### config.mk
export PLATFORM = sky130hd
export DESIGN_NAME = spi_cmd_arbiter
export DESIGN_NICKNAME = d
export VERILOG_FILES = /design/src/rtl/spi_arb_pkg.sv /design/src/rtl/spi_rr_pick.sv /design/src/rtl/spi_cmd_arbiter.sv
export SDC_FILE = /design/constraint.sdc
export NUM_CORES = 1
export LEC_CHECK = 0
export BUFFER_PORTS_ARGS = -buffer_cell sky130_fd_sc_hd__buf_2
export CAP_MARGIN = 20
export CORE_ASPECT_RATIO = 0.9
export CORE_UTILIZATION = 48
export CTS_CLUSTER_DIAMETER = 60
export DETAILED_ROUTE_END_ITERATION = 12
export PLACE_DENSITY = 0.87
export SLEW_MARGIN = 20
export SYNTH_ARGS = -nofsm -noshare
export SYNTH_HDL_FRONTEND = slang
export SYNTH_SLANG_ARGS = --single-unit
### constraint.sdc
create_clock -name clk -period 2.3 [get_ports clk]
set_input_delay 0.115 -clock clk [delete_from_list [all_inputs] [get_ports clk]]
set_output_delay 0.115 -clock clk [all_outputs]
set_load 0.005 [all_outputs]
### src/rtl/spi_arb_pkg.sv
// spi_arb_pkg: shared state type and sizing constants
// for the SPI command arbiter and its round-robin picker.
package spi_arb_pkg;

  localparam int SPI_ARB_MAX_REQ = 8;
  localparam int SPI_ARB_IDX_W   = 3;
  localparam int SPI_ARB_TMO_W   = 16;

  typedef enum logic [2:0] {
    S_IDLE,
    S_ISSUE,
    S_WAIT_BUSY,
    S_WAIT_DONE,
    S_ACK,
    S_LOCKED
  } spi_arb_state_e;

  function automatic logic [SPI_ARB_IDX_W-1:0] oh2idx(
    input logic [SPI_ARB_MAX_REQ-1:0] oh
  );
    logic [SPI_ARB_IDX_W-1:0] idx;
    idx = '0;
    for (int j = 0; j < SPI_ARB_MAX_REQ; j++) begin
      if (oh[j]) idx = SPI_ARB_IDX_W'(j);
    end
    return idx;
  endfunction

endpackage

### src/rtl/spi_rr_pick.sv
// spi_rr_pick: combinational round-robin one-hot pick,
// searching upward from the requester after the last owner.
import spi_arb_pkg::*;

module spi_rr_pick #(
  parameter int NUM_REQ = 3
) (
  input  logic [NUM_REQ-1:0]       req,
  input  logic [SPI_ARB_IDX_W-1:0] last,
  output logic [NUM_REQ-1:0]       pick
);

  always_comb begin
    logic found;
    pick  = '0;
    found = 1'b0;
    for (int i = 1; i <= NUM_REQ; i++) begin
      for (int j = 0; j < NUM_REQ; j++) begin
        if (!found && req[j] &&
            j == (int'(last) + i) % NUM_REQ) begin
          pick[j] = 1'b1;
          found   = 1'b1;
        end
      end
    end
  end

endmodule

### src/rtl/spi_cmd_arbiter.sv
// spi_cmd_arbiter: shares one SPI master between requesters
// with round-robin grant and lock. Watchdog: SPI_ARB_TIMEOUT_EN.
import spi_arb_pkg::*;

module spi_cmd_arbiter #(
  parameter int NUM_REQ         = 3,
  parameter int MOSI_DATA_WIDTH = 24,
  parameter int MISO_DATA_WIDTH = 8,
  parameter int TIMEOUT_CYCLES  = 65535
) (
  input  logic                         clk,
  input  logic                         rst_n,
  input  logic [NUM_REQ-1:0]           i_req,
  input  logic [NUM_REQ-1:0]           i_req_rd,
  input  logic [NUM_REQ-1:0]           i_req_lock,
  input  logic [NUM_REQ*MOSI_DATA_WIDTH-1:0] i_req_data,
  output logic [NUM_REQ-1:0]           o_grant,
  output logic [NUM_REQ-1:0]           o_req_ack,
  output logic [NUM_REQ-1:0]           o_req_err,
  output logic [MISO_DATA_WIDTH-1:0]   o_rd_data,
  output logic                         o_spi_wr_cmd,
  output logic                         o_spi_rd_cmd,
  output logic [MOSI_DATA_WIDTH-1:0]   o_spi_wr_data,
  input  logic [MISO_DATA_WIDTH-1:0]   i_spi_rd_data,
  input  logic                         i_spi_busy
);

  localparam int MW = MOSI_DATA_WIDTH;
  localparam int DW = MISO_DATA_WIDTH;

  spi_arb_state_e state_q, state_n;

  logic [NUM_REQ-1:0]       grant_q, grant_n, pick;
  logic [NUM_REQ-1:0]       ack_q, ack_n, err_q, err_n;
  logic [SPI_ARB_IDX_W-1:0] last_q, last_n;
  logic [MW-1:0]            word_q, word_n;
  logic [MW-1:0]            pick_word, own_word;
  logic [DW-1:0]            rd_data_q, rd_data_n;
  logic rd_q, rd_n;
  logic wr_cmd_q, wr_cmd_n, rd_cmd_q, rd_cmd_n;
  logic pick_rd, own_rd, own_req, own_lock;
  logic tmo_hit;

  spi_rr_pick #(
    .NUM_REQ(NUM_REQ)
  ) u_pick (
    .req (i_req),
    .last(last_q),
    .pick(pick)
  );

  assign pick_rd  = |(pick & i_req_rd);
  assign own_rd   = |(grant_q & i_req_rd);
  assign own_req  = |(grant_q & i_req);
  assign own_lock = |(grant_q & i_req_lock);

  always_comb begin
    pick_word = '0;
    own_word  = '0;
    for (int k = 0; k < NUM_REQ; k++) begin
      if (pick[k])
        pick_word = i_req_data[k*MW +: MW];
      if (grant_q[k])
        own_word = i_req_data[k*MW +: MW];
    end
  end

`ifdef SPI_ARB_TIMEOUT_EN
  localparam logic [SPI_ARB_TMO_W-1:0] TMO_LAST =
    SPI_ARB_TMO_W'(TIMEOUT_CYCLES - 1);

  logic [SPI_ARB_TMO_W-1:0] tmo_cnt;
  logic                     tmo_run;

  assign tmo_run = (state_q == S_WAIT_BUSY) ||
                   (state_q == S_WAIT_DONE) ||
                   (state_q == S_LOCKED);

  always_ff @(posedge clk or negedge rst_n) begin
    if (!rst_n)
      tmo_cnt <= '0;
    else if (state_n != state_q)
      tmo_cnt <= '0;
    else if (tmo_run)
      tmo_cnt <= tmo_cnt + SPI_ARB_TMO_W'(1);
  end

  assign tmo_hit = tmo_run && (tmo_cnt == TMO_LAST);
`else
  logic unused_tmo;
  assign unused_tmo = ^SPI_ARB_TMO_W'(TIMEOUT_CYCLES);
  assign tmo_hit    = 1'b0;
`endif

  always_comb begin
    state_n   = state_q;
    grant_n   = grant_q;
    last_n    = last_q;
    word_n    = word_q;
    rd_n      = rd_q;
    rd_data_n = rd_data_q;
    ack_n     = '0;
    err_n     = '0;
    wr_cmd_n  = 1'b0;
    rd_cmd_n  = 1'b0;
    unique case (state_q)
      S_IDLE: begin
        if (|i_req && !i_spi_busy) begin
          grant_n = pick;
          last_n  = oh2idx(SPI_ARB_MAX_REQ'(pick));
          word_n  = pick_word;
          rd_n    = pick_rd;
          state_n = S_ISSUE;
        end
      end
      S_ISSUE: begin
        wr_cmd_n = !rd_q;
        rd_cmd_n = rd_q;
        state_n  = S_WAIT_BUSY;
      end
      S_WAIT_BUSY: begin
        if (i_spi_busy) begin
          state_n = S_WAIT_DONE;
        end else if (tmo_hit) begin
          ack_n   = grant_q;
          err_n   = grant_q;
          grant_n = '0;
          word_n  = '0;
          state_n = S_IDLE;
        end
      end
      // ack is launched here so it lands one cycle after busy falls
      S_WAIT_DONE: begin
        if (!i_spi_busy) begin
          ack_n   = grant_q;
          if (rd_q) rd_data_n = i_spi_rd_data;
          state_n = S_ACK;
        end else if (tmo_hit) begin
          ack_n   = grant_q;
          err_n   = grant_q;
          grant_n = '0;
          word_n  = '0;
          state_n = S_IDLE;
        end
      end
      S_ACK: begin
        if (own_lock) begin
          state_n = S_LOCKED;
        end else begin
          grant_n = '0;
          word_n  = '0;
          state_n = S_IDLE;
        end
      end
      // locked owner re-issues straight away, skipping arbitration
      S_LOCKED: begin
        if (own_req) begin
          word_n   = own_word;
          rd_n     = own_rd;
          wr_cmd_n = !own_rd;
          rd_cmd_n = own_rd;
          state_n  = S_WAIT_BUSY;
        end else if (!own_lock) begin
          grant_n = '0;
          word_n  = '0;
          state_n = S_IDLE;
        end else if (tmo_hit) begin
          ack_n   = grant_q;
          err_n   = grant_q;
          grant_n = '0;
          word_n  = '0;
          state_n = S_IDLE;
        end
      end
      default: begin
        grant_n = '0;
        word_n  = '0;
        state_n = S_IDLE;
      end
    endcase
  end

  always_ff @(posedge clk or negedge rst_n) begin
    if (!rst_n) begin
      state_q   <= S_IDLE;
      grant_q   <= '0;
      last_q    <= SPI_ARB_IDX_W'(NUM_REQ - 1);
      word_q    <= '0;
      rd_q      <= 1'b0;
      rd_data_q <= '0;
      ack_q     <= '0;
      err_q     <= '0;
      wr_cmd_q  <= 1'b0;
      rd_cmd_q  <= 1'b0;
    end else begin
      state_q   <= state_n;
      grant_q   <= grant_n;
      last_q    <= last_n;
      word_q    <= word_n;
      rd_q      <= rd_n;
      rd_data_q <= rd_data_n;
      ack_q     <= ack_n;
      err_q     <= err_n;
      wr_cmd_q  <= wr_cmd_n;
      rd_cmd_q  <= rd_cmd_n;
    end
  end

  assign o_grant       = grant_q;
  assign o_req_ack     = ack_q;
  assign o_req_err     = err_q;
  assign o_rd_data     = rd_data_q;
  assign o_spi_wr_cmd  = wr_cmd_q;
  assign o_spi_rd_cmd  = rd_cmd_q;
  assign o_spi_wr_data = word_q;

endmodule
==> flow_summary_export.csv <==
group,metric,value,unit
status,status,"finished clean",
critical_path,worst_ep_arrival_time,2.32,ns
logic_synthesis,synth_area_leaders,"dfrtp_1 36%, a22oi_1 11%, o21ai_0 8.4%",
die,coreArea,6180,sq um
critical_path,required,2.52,ns
pwr,seq_power_share,30.2,%
pwr,p_switching,1.87,mW
logic_synthesis,syn_avg_cell_area,8.72,sq um
clocking,cts_setup_buffers,0,
layout,multi_input_area,1770,sq um
routing,via_per_inst,6.21,
pwr,leakage,1.79,nW
layout,stdcell_count,573,
die,ios,135,
pwr,combPwrFrac,57.5,%
sta,fin_crit,2.10,ns
sta,skew,0.00482,ns
logic_synthesis,synth_area_leader_cell,"dfrtp_1",
clocking,cts_inserted_buffers,5,
logic_synthesis,ys_seq_elements,46,
die,dieHeight,78.3,um
layout,drive_gt1_share,37.0,%
sta,hold_viol,0,
clocking,cts_resized,0,
die,rows,27,
logic_synthesis,synthCells,356,
critical_path,end_kind,"flip-flop",
sta,setup_viol,0,
layout,fillers,550,
critical_path,r2r-start,"last_q[1]",
sta,fin_setup_tns,0,ns
layout,seq_area,1150,sq um
logic_synthesis,synth_top_cell_area_share,36.3,%
grt,grt_overflow_total,0,
pwr,pwr-share-clk,12.3,%
layout,final_nets,579,
sta,slew_headroom,66.1,%
grt,grt_max_degree,33,
layout,diodes,0,
critical_path,critPathMaxFanout,7,
routing,wirelength,10000,um
pwr,internal_power,2.44,mW
sta,slew_viol_final,0,
routing,drtAntennaViolNets,0,
sta,worst_slew_pin_slew,0.509,ns
placed_design,dp_hpwl,7040,um
logic_synthesis,seq_area_frac_synth,37.1,%
pwr,vdd_drop_max,449,uV
routing,vias,3561,
pwr,p_per_area,1080,nW/um^2
die,die_w,86.8,um
clocking,clk_pin_slew,0.09,ns
clocking,clock-root-buffer,"clkbuf_8",
critical_path,startpoint_type,"flip-flop",
sta,min_period_over_period,91.1,%
die,die_area,6790,sq um
routing,drt_iter0_drc,446,
placed_design,io_buffers,131,
grt,grt_pass1_vias,3547,
logic_synthesis,synth_cell_types,43,
sta,clock.fmax,0.477,GHz
grt,grt_pass1_wl,16400,um
placed_design,dp_cells,564,
critical_path,setup.worst_path.start,"last_q[1]",
layout,syn2layout_area_growth,28.7,%
logic_synthesis,async_flop_share,100,%
sta,rsz0062_at_grt,"no",
routing,dr.pass1.iters,5,
logic_synthesis,ys.flop_type,"dfrtp_1",
clocking,htreeDepth,2,
die,start_util,50.2,%
clocking,clockBufferDepth,2,
min_path,min_from,"i_spi_rd_data[5]",
clocking,cts_tree,"built",
layout,final_core_util,64.6,%
placed_design,gp_congestion,0.858,
pwr,p_sw_share,43.4,%
critical_path,crit_type,"reg2reg",
routing,drt-wirelength-per-cell,17.5,um
logic_synthesis,synth-edff-count,0,
grt,grt_use_total,30.6,%
clocking,worstSkewPairLatency,0.31,ns
logic_synthesis,yosysWarnings,0,
clocking,clock_sinks,46,
grt,antenna_found_initial,0,
routing,drcViolationCount,0,
flow_run,maxCapViolCount,0,
min_path,min_path_type,"in2reg",
logic_synthesis,synthesis.area,3100,sq um
## sequential cells by signal, indices dropped and copies added, names as in the netlist
register and cells:
state_q 3, o_req_ack 3, last_q 2, o_spi_rd_cmd 1, o_spi_wr_cmd 1, rd_q 1
o_rd_data 8, o_spi_wr_data 24, o_grant 3
## cell families (layout without fill, tap and decap cells)
| logic type | count (synthesis) | count (layout) | share of synthesized area (%) |
|---|---|---|---|
| AOI/OAI and AO/OA | 171 | 171 | 38.9 |
| and+or+nand+nor | 86 | 86 | 12.8 |
| DFF | 46 | 46 | 37.1 |
| buffers and inverters | 40 | 168 | 6.69 |
| muxes | 10 | 10 | 3.55 |
| adders and majority gates | 2 | 2 | 0.806 |
| other | 1 | 3 | 0.121 |
## worst paths after layout
path | endpoint | slack (ns) | cells past startpoint
setup / recovery | o_spi_wr_data[13] | 0.20 | 6
hold / removal | o_rd_data[5] | 0.03 | 2
setup reg to reg | o_spi_wr_data[13] | 0.20 | 6
hold reg to reg | o_rd_data[1] | 0.51 | 1
max in group asynchronous | last_q[1] | 1.67 | 3
min in group asynchronous | o_req_ack[2] | 0.32 | 3
## final cells by class
type	count	area share [%]
well taps	87	2.73
clock buffers	8	2.26
inverters	5	0.470
flip-flops and latches	46	28.9
repair buffers	155	21.3
multi-input cells	272	44.4
## through the flow
stage	hold WS, ns	power (mW)	setup WS, ns	cell area (sq um)
5_1_grt	0.0396	4.62	0.0786	3990
6_report	0.0346	4.31	0.204	3990
4_1_cts	0.0336	4.27	0.199	3990
2_1_floorplan	-0.181	2.83	0.273	3110
3_5_place_dp	0.125	3.75	0.203	3890
3_3_place_gp	0.116	3.64	0.317	3890
## Yosys cell counts, drive strengths merged (5+ instances only)
master and number:
o21ai 55, nor2 8, a221oi 24, o211ai 23
clkbuf 24, mux2 8, inv 5, nand2 58
dfrtp 45, a22oi 46, buf 11
## cells in the final DEF (no fill, tap or decap), drive strengths merged, types with 3 or more instances in the layout
master and instances:
buf 154, inv 5, mux2 8, a31oi 3
dfrtp 45, a22o 3, a22oi 46, o21ai 55
a221oi 24, nand2 58, nor2 8, a21oi 4
nor2b 3, and2 4, o211ai 23, a222oi 3
nand2b 3, conb 3, clkbuf 8
## repair_timing
| action | in CTS | in global routing |
|---|---|---|
| setup endpoints to repair | 0 | 0 |
| hold endpoints to repair | 45 | 0 |
| hold buffers | 1 | 0 |
## layer usage
layer  vias up  part of all wire (%)  routed length (um)  global-route usage (%)
met5         -                     0                   0                       0
met4         0                   1.3                 131                    12.5
met3        15                   7.9                 787                    4.21
met2       221                    50                5020                    53.7
met1      1699                    41                4060                    37.6
li1       1626                     -                   -                       -
## critical path, cell delays in order (launching register included)
cell and delay, ns:
dfstp_2 0.54, ha_1 0.29, o21ba_2 0.26, o2111ai_2 0.43
buf_4 0.24, o21ai_0 0.09, o211ai_1 0.18
## power by group through the flow
stage	Clock [mW]	Sequential, mW	Combinational (mW)
2_1_floorplan	0	1.30	1.53
3_3_place_gp	0	1.29	2.36
3_5_place_dp	0	1.31	2.44
4_1_cts	0.532	1.29	2.44
5_1_grt	0.560	1.33	2.73
6_report	0.531	1.30	2.48
No activity file was read; power rests on OpenSTA's default activity.
